[config.mk]
export PLATFORM = sky130hd
export DESIGN_NAME = instr_fetch
export DESIGN_NICKNAME = d
export VERILOG_FILES = /design/src/rtl/instr_fetch.sv
export SDC_FILE = /design/constraint.sdc
export NUM_CORES = 1
export LEC_CHECK = 0
export BUFFER_PORTS_ARGS = -buffer_cell sky130_fd_sc_hd__buf_2
export CORE_ASPECT_RATIO = 0.9
export CORE_MARGIN = 1
export CORE_UTILIZATION = 35
export CTS_CLUSTER_DIAMETER = 120
export DETAILED_ROUTE_END_ITERATION = 8
export PLACE_DENSITY = 0.57
export REMOVE_ABC_BUFFERS = 1
export SLEW_MARGIN = 40
export SYNTH_ARGS = -nofsm -noshare
export SYNTH_HDL_FRONTEND = slang
export SYNTH_SLANG_ARGS = --single-unit
[constraint.sdc]
create_clock -name clk_i -period 2.44 [get_ports clk_i]
set_input_delay 0 -clock clk_i [delete_from_list [all_inputs] [get_ports clk_i]]
set_output_delay 0 -clock clk_i [all_outputs]
set_load 0.02 [all_outputs]
[src/rtl/instr_fetch.sv]
// ============================================================================
// Module   : instr_fetch
// Brief    : Fetch stage (PC, ROM address, instruction register, branch/halt)
// Revision : 1.0 - initial release
// ============================================================================
`default_nettype none

module instr_fetch #(
  parameter logic [7:0] HALT_OP = 8'b10001000,
  parameter int         CNT_W   = 16
) (
  input  logic             clk_i,
  input  logic             reset_i,
  input  logic             start_i,
  input  logic [7:0]       start_addr_i,
  output logic [7:0]       rom_addr_o,
  input  logic [7:0]       rom_data_i,
  input  logic             stall_i,
  input  logic             branch_taken_i,
  input  logic             branch_back_i,
  input  logic [7:0]       branch_off_i,
  output logic [7:0]       instr_o,
  output logic [7:0]       instr_pc_o,
  output logic             instr_valid_o,
  output logic             halted_o,
  output logic [CNT_W-1:0] instr_cnt_o
);

  typedef enum logic [1:0] {
    S_IDLE = 2'd0,
    S_RUN  = 2'd1,
    S_HALT = 2'd2
  } state_t;

  localparam logic [CNT_W-1:0] c_cnt_max = '1;
  localparam logic [CNT_W-1:0] c_cnt_one = {{(CNT_W-1){1'b0}}, 1'b1};

  state_t           r_state, w_state_nxt;
  logic [7:0]       r_pc, w_pc_nxt;
  logic [7:0]       r_instr, w_instr_nxt;
  logic [7:0]       r_instr_pc, w_instr_pc_nxt;
  logic             r_valid, w_valid_nxt;
  logic             r_halted, w_halted_nxt;
  logic [CNT_W-1:0] r_cnt, w_cnt_nxt;
  logic [7:0]       w_base;
  logic [7:0]       w_target;

  // Branch distance is relative to the byte after the branch instruction.
  assign w_base   = r_instr_pc + 8'd1;
  assign w_target = branch_back_i ? (w_base - branch_off_i) : (w_base + branch_off_i);

  always_comb begin
    w_state_nxt    = r_state;
    w_pc_nxt       = r_pc;
    w_instr_nxt    = r_instr;
    w_instr_pc_nxt = r_instr_pc;
    w_valid_nxt    = r_valid;
    w_halted_nxt   = r_halted;
    w_cnt_nxt      = r_cnt;
    if (!stall_i) begin
      case (r_state)
        S_IDLE, S_HALT: begin
          w_valid_nxt = 1'b0;
          if (start_i) begin
            w_pc_nxt     = start_addr_i;
            w_cnt_nxt    = '0;
            w_halted_nxt = 1'b0;
            w_state_nxt  = S_RUN;
          end
        end
        S_RUN: begin
          if (branch_taken_i && r_valid) begin
            w_pc_nxt    = w_target;
            w_valid_nxt = 1'b0;
          end else begin
            w_instr_nxt    = rom_data_i;
            w_instr_pc_nxt = r_pc;
            w_valid_nxt    = 1'b1;
            if (r_cnt != c_cnt_max) w_cnt_nxt = r_cnt + c_cnt_one;
            // A halt byte parks the PC on its own address.
            if (rom_data_i == HALT_OP) begin
              w_state_nxt  = S_HALT;
              w_halted_nxt = 1'b1;
            end else begin
              w_pc_nxt = r_pc + 8'd1;
            end
          end
        end
        default: w_state_nxt = S_IDLE;
      endcase
    end
  end

  always_ff @(posedge clk_i) begin
    if (reset_i) begin
      r_state    <= S_IDLE;
      r_pc       <= '0;
      r_instr    <= '0;
      r_instr_pc <= '0;
      r_valid    <= 1'b0;
      r_halted   <= 1'b0;
      r_cnt      <= '0;
    end else begin
      r_state    <= w_state_nxt;
      r_pc       <= w_pc_nxt;
      r_instr    <= w_instr_nxt;
      r_instr_pc <= w_instr_pc_nxt;
      r_valid    <= w_valid_nxt;
      r_halted   <= w_halted_nxt;
      r_cnt      <= w_cnt_nxt;
    end
  end

  assign rom_addr_o    = r_pc;
  assign instr_o       = r_instr;
  assign instr_pc_o    = r_instr_pc;
  assign instr_valid_o = r_valid;
  assign halted_o      = r_halted;
  assign instr_cnt_o   = r_cnt;

endmodule

`default_nettype wire

**After elaboration in Yosys (flattened, before gate mapping)**

Index checks and enable logic that the tools add are counted.

- Output and inout bits: 42
- Word-level logic and storage cells: 52
- Register bits: 44
- Input bits: 30

- Bitwise operators: 2
- Equal/unequal tests: 9
- Muxes and demuxes: 19
- Add/subtract/negate cells: 5
- Reduce and logical (&&, ||, !) cells: 10

Operators by type and width:

| cell | count |
|---|---|
| two-way mux 16 bit | 3 |
| two-way mux 8 bit | 4 |
| one-hot mux 16 bit (2 select lines) | 1 |
| adder 16 x 1 -> 16 bit (second input constant) | 1 |
| adder 8 x 1 -> 8 bit (second input constant) | 2 |
| != test 16 bit (second input constant) | 1 |
| one-hot mux 8 bit (2 select lines) | 1 |
| AND reduction 5 bit | 2 |
| adder 8 bit | 1 |
| == test 8 bit (second input constant) | 1 |
| != test 2 bit (second input constant) | 4 |
| AND reduction 4 bit | 2 |
| subtractor 8 bit | 1 |
| two-way mux 2 bit | 3 |
| two-way mux 1 bit | 4 |
| one-hot mux 1 bit (2 select lines) | 2 |
| one-hot mux 2 bit (2 select lines) | 1 |
| != test 3 bit (second input constant) | 1 |
| AND reduction 3 bit | 1 |
| == test 2 x 1 -> 1 bit (second input constant) | 1 |
| == test 2 bit (second input constant) | 1 |
| zero test 2 bit | 1 |
| inverter 1 bit | 2 |
| AND reduction 2 bit | 1 |
| 3 further kinds | 3 |

**Logic depth before layout (Yosys ltp)**

Gate-level depths: netlist (run 1).

- Depth after elaboration: 5
- Gate-level depth with buffers: 11
- Mapped depth without buffers: 11

**Least setup slack after synthesis (run 1)**

OpenSTA, ideal clock, no wires.

- Path type: register to register
- From: register r_instr_pc[0] (netlist: instr_pc_o[0])
- To: register r_pc[6] (netlist: rom_addr_o[6])
- Library setup time: 101 ps
- Data required time: 2,339 ps
- Path slack: 69 ps
- Path buffers: 0
- Period minus slack after synthesis: 2,371 ps
- Cell stages (with the launch flop): 9
- Arrival time: 2,270 ps
- Path through: dfxtp_1 ha_1 fa_1 a211oi_1 o21ai_0 a21oi_1 xnor2_1 a21oi_1 o41ai_1

- Longest elaborated chain between the ends: 5
- Elaborated cells on any way between the ends: 6
- Those cells by class: 3 x add/sub; 3 x mux

RTL lines:

| item | line | RTL |
|---|---|---|
| from (decl) | 41 | `logic [7:0] r_instr_pc, w_instr_pc_nxt;` |
| from (signal assigned) | 107 | `r_instr_pc <= w_instr_pc_nxt;` |
| adder 8 x 1 -> 8 bit (*) | 49 | `assign w_base = r_instr_pc + 8'd1;` |
| adder 8 bit or subtractor 8 bit (tied branches) | 50 | `assign w_target = branch_back_i ? (w_base - branch_off_i) : (w_base + branch_off_i);` |
| two-way mux 8 bit (*) | 50 |  |
| two-way mux 8 bit (*) | 72 | `if (branch_taken_i && r_valid) begin` |
| one-hot mux 8 bit (2 select lines) (*) | 61 | `case (r_state)` |
| to (signal assigned) | 105 | `r_pc <= w_pc_nxt;` |
| to (decl) | 39 | `logic [7:0] r_pc, w_pc_nxt;` |

Mark *: on every way between the ends. The rest lies on a longest branch, timed or not.
A chain may end at the register's enable or synchronous reset.

**Final worst setup path (run 1)**

- From: register r_instr_pc[0] (netlist: instr_pc_o[0])
- To: register r_pc[5] (netlist: rom_addr_o[5])

The elaborated chain is that of the path after synthesis.

==> results of run 1 <==
[registers in the layout (all words and copies together) (netlist names)]
register,flops
instr_pc_o,8
r_state,2
instr_cnt_o,16
rom_addr_o,8
instr_valid_o,1
instr_o,8
halted_o,1
[cell usage after synthesis (2+ instances only)]
library cell,count
mux2i_1,2
nor3_1,4
nor2b_1,2
o21ai_0,17
o31a_1,2
ha_1,11
clkbuf_1,9
or4_1,2
a31oi_1,5
nand2_1,52
a211oi_1,5
inv_1,10
and3_1,7
xnor2_1,20
nand4_1,2
and2_1,6
dfxtp_1,44
nor4b_1,4
and4_1,2
xor2_1,11
o211ai_1,4
nand2b_1,3
nand3_1,19
a21oi_1,35
buf_2,3
nor2_1,36
[where the power goes]
group	switching [W]	internal [W]
Combinational	0.000198	0.000137
Sequential	0.0000307	0.000739
Clock	0.000259	0.000304
[placed cells by master (no fill, tap or decap), types with 3 or more instances in the layout]
| cell type | count |
|---|---|
| a211oi_1 | 4 |
| a21oi_1 | 35 |
| a31oi_1 | 5 |
| and2_1 | 6 |
| and3_1 | 7 |
| buf_2 | 71 |
| buf_4 | 10 |
| clkbuf_8 | 5 |
| dfxtp_1 | 44 |
| dlygate4sd3_1 | 8 |
| ha_1 | 11 |
| inv_1 | 10 |
| nand2_1 | 52 |
| nand2b_1 | 3 |
| nand3_1 | 19 |
| nor2_1 | 36 |
| nor3_1 | 4 |
| nor4b_1 | 4 |
| o211ai_1 | 4 |
| o21ai_0 | 16 |
| xnor2_1 | 20 |
| xor2_1 | 11 |
[repair_timing]
action,in CTS,in global routing
buffers inserted,0,0
hold buffers,8,0
gates resized for setup,0,3
endpoints found under the setup margin,0,2
hold endpoints to repair,8,0
[layer usage]
layer  track usage, %  vias to the layer above
li1                 -                     1359
met1             29.2                     1193
met2             27.5                       78
met3             4.53                        6
met4             3.92                        0
met5                0                        -
[critical path, cell delays in order, from the launching register on]
cell and delay, ns:
dfxtp_1 0.32, ha_1 0.24, xor2_1 0.15, ha_1 0.38, o21a_1 0.20, o31a_1 0.11, o21ai_1 0.22, a21oi_1 0.11
nor4b_1 0.31, o31a_1 0.17
[per-stage QoR]
stage | cells | worst slack [ns] | hold slack [ns] | total power (W) | util (%)
after floorplan | 329 | 0.0716 | 0.0691 | 0.000970 | -
after global placement | 503 | 0.178 | 0.258 | 0.00110 | 43.7
after detailed placement | 503 | 0.125 | 0.260 | 0.00110 | 43.7
after CTS | 519 | 0.107 | 0.0156 | 0.00168 | 46.3
after global routing | 519 | 0.0463 | 0.0335 | 0.00176 | 46.4
final | 519 | 0.187 | 0.00457 | 0.00167 | 46.4
[cell families (layout without fill, tap and decap cells)]
family	after synthesis	count (layout)
simple gates	150	150
compound gates	80	80
flops	44	44
xor+xnor	31	31
buf+inv	24	107
fa+ha+maj	12	12
mux	2	2
[how the worst max path moves through the flow]
| stage | startpoint | end | cells after the start |
|---|---|---|---|
| 5_1_grt | instr_pc_o[0] | rom_addr_o[6] | 10 |
| 2_1_floorplan | instr_pc_o[0] | rom_addr_o[6] | 8 |
| 6_report | instr_pc_o[0] | rom_addr_o[5] | 9 |
| 4_1_cts | instr_pc_o[0] | rom_addr_o[6] | 8 |
| 3_3_place_gp | instr_pc_o[0] | rom_addr_o[6] | 8 |
| 3_5_place_dp | instr_pc_o[0] | rom_addr_o[5] | 9 |
[cell type report]
| cell class | instances | area (um^2) |
|---|---|---|
| clock inverters | 2 | 35.0 |
| inverters | 10 | 37.5 |
| clock buffers | 6 | 72.6 |
| fillers | 743 | 3850 |
| flip-flops and latches | 44 | 881 |
| multi-input cells | 275 | 1680 |
| repair buffers | 89 | 510 |
| well taps | 93 | 116 |
==> impl.org, run 1 <==
** Pwr
- Power Density :: 500 nW/um^2
- Worst VDD drop :: 0.237 mV
- Reported leakage power :: 1.43 nW

** Flow run
- Max-cap violation count :: 0

** Final layout
- Area growth from synthesis to layout :: 25.7%
- The post-route netlist has 23.0% of its cells at a drive strength greater than 1.
- The net count of the finished layout is 467.
- 0 antenna diodes ended up in the layout.
- Once layout is done, the placed cells without fillers occupy 3340 um^2.

** Place
- In this run the tool buffered the top-level ports with 71 buffer cells.
- At the end of routability-driven placement, the weighted congestion stood at 0.916.
- Summing all placed instances gives a cell area of 3140 um^2.
- Detailed placement finished with a half-perimeter wire length of 5.50 mm.

** Yosys
- Number of distinct standard cells referenced by the synthesized netlist :: 52
- Register area share after synthesis :: 33.2%
- After synthesis, the share of cell area in mux cells is 0.754%.
- After Yosys synthesis, and, or, nand and nor cells account for 28.2% of the synthesized area.
- Combinational family with the most area after synthesis :: simple AND/OR/NAND/NOR gates
- Ys Warns :: 0
- Per-instance average area after synthesis :: 7.74 um^2
- Main area contributors after synthesis :: dfxtp_1 (33%), nand2_1 (7.4%), a21oi_1 (6.6%)
- Summing the areas of all compound-gate instances in the mapped netlist gives 17.9% of the synthesized area.
- The synthesized netlist devotes 5.94% of its cell area to adder and majority cells.
- Seq cells post-synth :: 44
- Post-Syn Area :: 2650 um^2
- Area fraction of the dominant cell type after synthesis :: 33.2%
- Xor and xnor fraction of the mapped netlist area :: 10.2%
- The largest total area in the synthesized netlist belongs to dfxtp_1.
- Counting flops with an async set or reset pin after synthesis yields a share of 0%.
- The most used flip-flop cell after synthesis is dfxtp_1.
- Number of enable flip-flop cells after synthesis :: 0
- Synthesis produced a netlist whose cell count is 343.

** Worst hold path
- The tightest min-delay check is of the in -> reg type.
- The path with the worst hold slack has its endpoint at rom_addr_o[1].
- The worst hold path passes through 3 cells.
- The startpoint identified for the worst hold timing path is start_addr_i[1].

** Critical path
- For the worst setup path, the data required time is 2.69 ns.
- In this run the critical register-to-register path is captured at rom_addr_o[5].
- Measured in cells, the most critical reg-to-reg path has a length of 9.
- By startpoint and endpoint, the worst setup path is classified as reg -> reg.
- Critical path capture point type :: register
- Across all register-to-register paths, the minimum setup slack is 0.19 ns.
- The worst register-to-register path begins at instr_pc_o[0].
- Of all nets on the critical path, the largest fanout is 5.
- Category of the worst setup path launch point :: register
- Data on the critical path arrives at its endpoint at 2.50 ns.

** STA
- Setup repair after global routing left no endpoint under its margin.
- The final count of pins violating max slew was 0.
- Based on the critical path, the design can be clocked at up to 0.444 GHz.
- Worst Max-Slew Pin Slew :: 0.620 ns
- Worst Clk Skew :: 0.00967 ns
- Setup violations, final :: 0
- Minimum period implied by the final worst setup slack :: 2.25 ns
- Total count of hold-check failures in the final report :: 0
- After layout, the worst path uses 92.3% of the clock period.
- Final total negative setup slack :: 0 ns
- Measured against its own limit, the worst slew margin works out to 58.1%.

** Clock tree
- Library cell used as clock root buffer :: clkbuf_8
- Clock latency on the worst-skew pair, taken at its later pin, is 0.30 ns.
- TritonCTS created 5 clock buffers.
- CTS clock-pin slew for the worst setup and hold paths :: 0.09 ns
- H-Tree Depth :: 2
- Counting along the longest clock path gives a buffer depth of 2.
- Clk sink count :: 44
- TritonCTS built the clock tree.

** Routing
- The routed layout has 2636 vias.
- Detail-routed via count per cell :: 5.08
- Met3 routed WL :: 440 um
- Final Routed Wirelength :: 7.41 mm
- The pre-antenna-repair detailed-routing pass consisted of 4 iterations.
- Routed wirelength normalized by instance count :: 14.3 um
- After detailed routing, the number of remaining DRC violations is 0.
- Met2 routed wirelength :: 3.03 mm
- In this run the remaining antenna-violating nets after routing total 0.
- Wl on met1 :: 3.88 mm
- First DRT Iteration DRCs :: 113
- The detailed router used layers up to and including met4.

** Global routing
- Global routing consumed, over all layers together, 19.3% of the routing resources.
- Entering global routing, the biggest net connects 34 pins.
- The number of global-route vias before repair is 2393.
- First-pass GRT wire length :: 12.0 mm
- The number of antenna violations at the first check in global routing came to 0.
- For this run the aggregate overflow at the end of global routing stands at 0.

** Floorplan
- The floorplan step defined a core boundary enclosing 7180 um^2.
- During I/O placement, the number of pins put on the boundary was 72.
- Die Span X :: 93.8 um
- Floorplan die area :: 7930 um^2
- Die span in y :: 84.6 um
- Total number of placement rows :: 29
- The initial utilization of the core area, before any placement, comes to 36.9%.

** Status
- Status :: finished clean
Note: power is estimated with default switching activity, not from simulation.
==> run 2: changes to the inputs <==
Clock period 2.44 ns to 2.7 ns, I/O delays scaled along.
==> run 2 against run 1 <==
Clock power shrank 4.6%. Maximum frequency shrank 9.5%. Routed wire length shrank 1.3%. Critical path depth shrank 1. Non-clock buffer count shrank 4. Sequential share of layout area grew 0.28 points. Clock skew shrank 0.0050 ns. Die area is the same. Design area shrank 1.0%. Core utilization shrank 0.49 points. Via count is essentially flat.
==> impl.org, run 2 (same netlist as run 1, synthesis figures left out) <==
** Status
- Status :: finished clean (unchanged)

** STA
- The count of endpoints failing setup in the final report was 0 (unchanged).
- Worst Max-Slew Pin Slew :: 0.609 ns (was 0.620 ns)
- The final total negative setup slack was 0 ns (unchanged).
- Total count of hold-check failures in the final report :: 0 (unchanged)
- Achievable frequency :: 0.402 GHz (was 0.444 GHz)
- Setup repair after global routing missed its margin :: false (unchanged)
- The final clock skew came to 0.00464 ns (was 0.00967 ns).
- The time the final worst path needs with I/O delays and setup came to 2.49 ns (was 2.25 ns).
- Worst slew margin :: 59.4% (was 58.1%)
- The final count of pins violating max slew was 0 (unchanged).
- Period utilization :: 92.2% (was 92.3%)

** Critical path
- Data required time of the worst path :: 2.91 ns (was 2.69 ns)
- Startpoint of the worst-slack reg-to-reg timing path :: instr_pc_o[0] (unchanged)
- The highest cell delay on the worst timing path is 0.49 ns (was 0.38 ns).
- The setup slack of the worst register-to-register path was 0.21 ns (was 0.19 ns).
- The capture point of the worst reg-to-reg path was rom_addr_o[6] (was rom_addr_o[5]).
- Worst path bufs/invs :: 0 (unchanged)
- Cell with the largest stage delay on the worst path :: fa_1 (was ha_1)
- Critical path capture point type :: register (unchanged)
- Critical path data arrival time :: 2.70 ns (was 2.50 ns)
- The kind of critical path was reg -> reg (unchanged).
- The category of cells accounting for the largest share of critical-path delay is compound AO/OA/AOI/OAI gates (unchanged).
- Category of the worst setup path launch point :: register (unchanged)
- By instance count, the cell type seen most on the critical path is a21oi_1.
- Number of cells traversed by the worst register-to-register path :: 8 (was 9)
- Cells along the critical path :: ha_1 > fa_1 > a211oi_1 > o21ai_0 > a21oi_1 > xnor2_1 > a21oi_1 > o41ai_1 (was ha_1 > xor2_1 > ha_1 > o21a_1 > o31a_1 > o21ai_1 > a21oi_1 > nor4b_1 > o31a_1)
- The largest fanout on the critical path is 7 (was 5).

** Pwr
- The static leakage came to 1.40 nW (was 1.43 nW).
- Power Density :: 463 nW/um^2 (was 500 nW/um^2)
- Worst VDD drop :: 0.253 mV (was 0.237 mV)

** Routing
- The via count normalized by instance count is 5.11 (was 5.08).
- The DRC violations left was 0 (unchanged).
- Routed wirelength normalized by instance count :: 14.2 um (was 14.3 um)
- The final wirelength is 7.31 mm (was 7.41 mm).
- Total vias in the final route :: 2634 (was 2636)
- First DRT Iteration DRCs :: 138 (was 113)
- The first-pass detailed-route iteration total came to 4 (unchanged).
- Number of antenna-violating nets in the routed design :: 0 (unchanged)

** Final layout
- Non-Filler Cell Area, Final :: 3300 um^2 (was 3340 um^2)
- The number of flip-flops in the largest register is 16 (unchanged).
- Final nets :: 463 (was 467)
- Number of diodes :: 0 (unchanged)
- Fraction of final layout cells with drive strength greater than 1 :: 22.0% (was 23.0%)
- Total area of multi-input combinational cells :: 1670 um^2 (was 1680 um^2)
- Most common library cell in the layout ignoring fill and taps :: buf_2 (unchanged)
- The footprint of the flip-flops and latches was 881 um^2 (unchanged).
- The area growth from synthesis to layout was 24.4% (was 25.7%).
- Number of inserted filler cells in the final layout :: 762 (was 743)
- Most used cells in the layout excluding fill and tap cells: buf_2 (71), nand2_1 (52), dfxtp_1 (44) (unchanged).

** Global routing
- Met1 Resource Use GR :: 29.2% (about the same)
- Largest net degree at the start of global routing :: 35 (was 34)
- The overflow left after global routing was 0 (unchanged).
- First-pass GRT wire length :: 12.1 mm (was 12.0 mm)
- Most congested layer reported by global routing :: met1 (unchanged)
- Via count of the first global-routing pass :: 2457 (was 2393)
- All-layer global routing usage :: 19.4% (was 19.3%)
- The met3 usage in global routing is 3.17% (was 4.53%).
- The number of antenna violations at the first check in global routing came to 0 (unchanged).
- The global-route met2 utilization was 28.3% (was 27.5%).

** Clock tree
- Library cell used as clock root buffer :: clkbuf_8 (unchanged)
- The clock tree from TritonCTS was yes (unchanged).
- The post-cts gate resize count was 0 (unchanged).
- The buffer depth of the longest clock path is 2 (unchanged).
- H-Tree Depth :: 2 (unchanged)
- Clk sink count :: 44 (unchanged)
- The number of buffers inserted during clock tree synthesis was 5 (unchanged).
- Setup Fix Bufs, Post-CTS :: 0 (unchanged)
- The hold buffer count at CTS is 8 (unchanged).
- The clock-pin slew of the registers on the worst-case setup and hold paths was 0.09 ns (about the same).
- The source-to-sink clock delay at the later pin of the worst-skew pair came to 0.31 ns (was 0.30 ns).

** Floorplan
- The die outline area was 7930 um^2 (unchanged).
- Area inside the core boundary :: 7180 um^2 (unchanged)
- The number of placed I/O pins is 72 (unchanged).
- The cell row count came to 29 (unchanged).
- The initial core utilization is 36.9% (unchanged).
- The vertical die dimension was 84.6 um (unchanged).
- Die Span X :: 93.8 um (unchanged)

** Place
- The number of port buffers is 71 (unchanged).
- The final weighted congestion in routability-driven placement came to 0.801 (was 0.916).
- Post-placement cell area :: 3110 um^2 (was 3140 um^2)
- Detail Placement HPWL :: 5.45 mm (was 5.50 mm)

** Worst hold path
- The terminating pin of the worst hold path is rom_addr_o[6] (was rom_addr_o[1]).
- The number of instances on the worst hold path came to 3 (unchanged).
- The worst min-delay path category is in -> reg (unchanged).
- Worst Min Path Start :: start_addr_i[6] (was start_addr_i[1])

** Flow run
- Max-cap violation count :: 0 (unchanged)
## run 2: through the flow
step | cells | power [W] | utilization (%) | setup slack [ns] | hold WS (ns)
after floorplan | 329 | 0.000877 | - | 0.332 | 0.0691
after global placement | 499 | 0.000994 | 43.2 | 0.347 | 0.259
after detailed placement | 499 | 0.000996 | 43.2 | 0.252 | 0.262
after CTS | 515 | 0.00154 | 46.0 | 0.217 | 0.0305
after global routing | 515 | 0.00160 | 46.0 | 0.0106 | 0.0387
final | 515 | 0.00153 | 46.0 | 0.212 | 0.0312
## run 2: worst min-delay path: cells and delay by family
kind / cells / cell delay [ns]
compound gates: 1 / 0.07
buf+inv: 1 / 0.10
simple gates: 1 / 0.13
## run 2: worst max path at each step
stage	from	endpoint	slack (ns)	depth (start not counted)
floorplan	instr_pc_o[0]	rom_addr_o[6]	0.33	8
global placement	instr_pc_o[0]	rom_addr_o[6]	0.35	8
detailed placement	instr_pc_o[0]	rom_addr_o[6]	0.25	8
CTS	instr_pc_o[0]	rom_addr_o[6]	0.22	8
global route	instr_pc_o[0]	rom_addr_o[6]	0.01	9
finish	instr_pc_o[0]	rom_addr_o[6]	0.21	8
## run 2: cell type report
| class | count | share of cell area (%) |
|---|---|---|
| repair buffers | 85 | 14.6 |
| inverters | 10 | 1.14 |
| multi-input cells | 275 | 50.6 |
| well taps | 93 | 3.52 |
| clock buffers | 5 | 2.08 |
| clock inverters | 3 | 1.40 |
| flip-flops and latches | 44 | 26.7 |
## run 2: metal layers
metal,vias to the layer above,part of all wire (%)
met5,-,0
met4,0,0.97
met3,7,4.7
met2,71,41
met1,1198,53
li1,1358,-
## run 2: where the power goes
| part | switching [W] | internal, W | total, W |
|---|---|---|---|
| combinational | 0.000176 | 0.000119 | 0.000295 |
| clock | 0.000257 | 0.000279 | 0.000537 |
| sequential | 0.0000274 | 0.000668 | 0.000696 |
| total | 0.000461 | 0.00107 | 0.00153 |
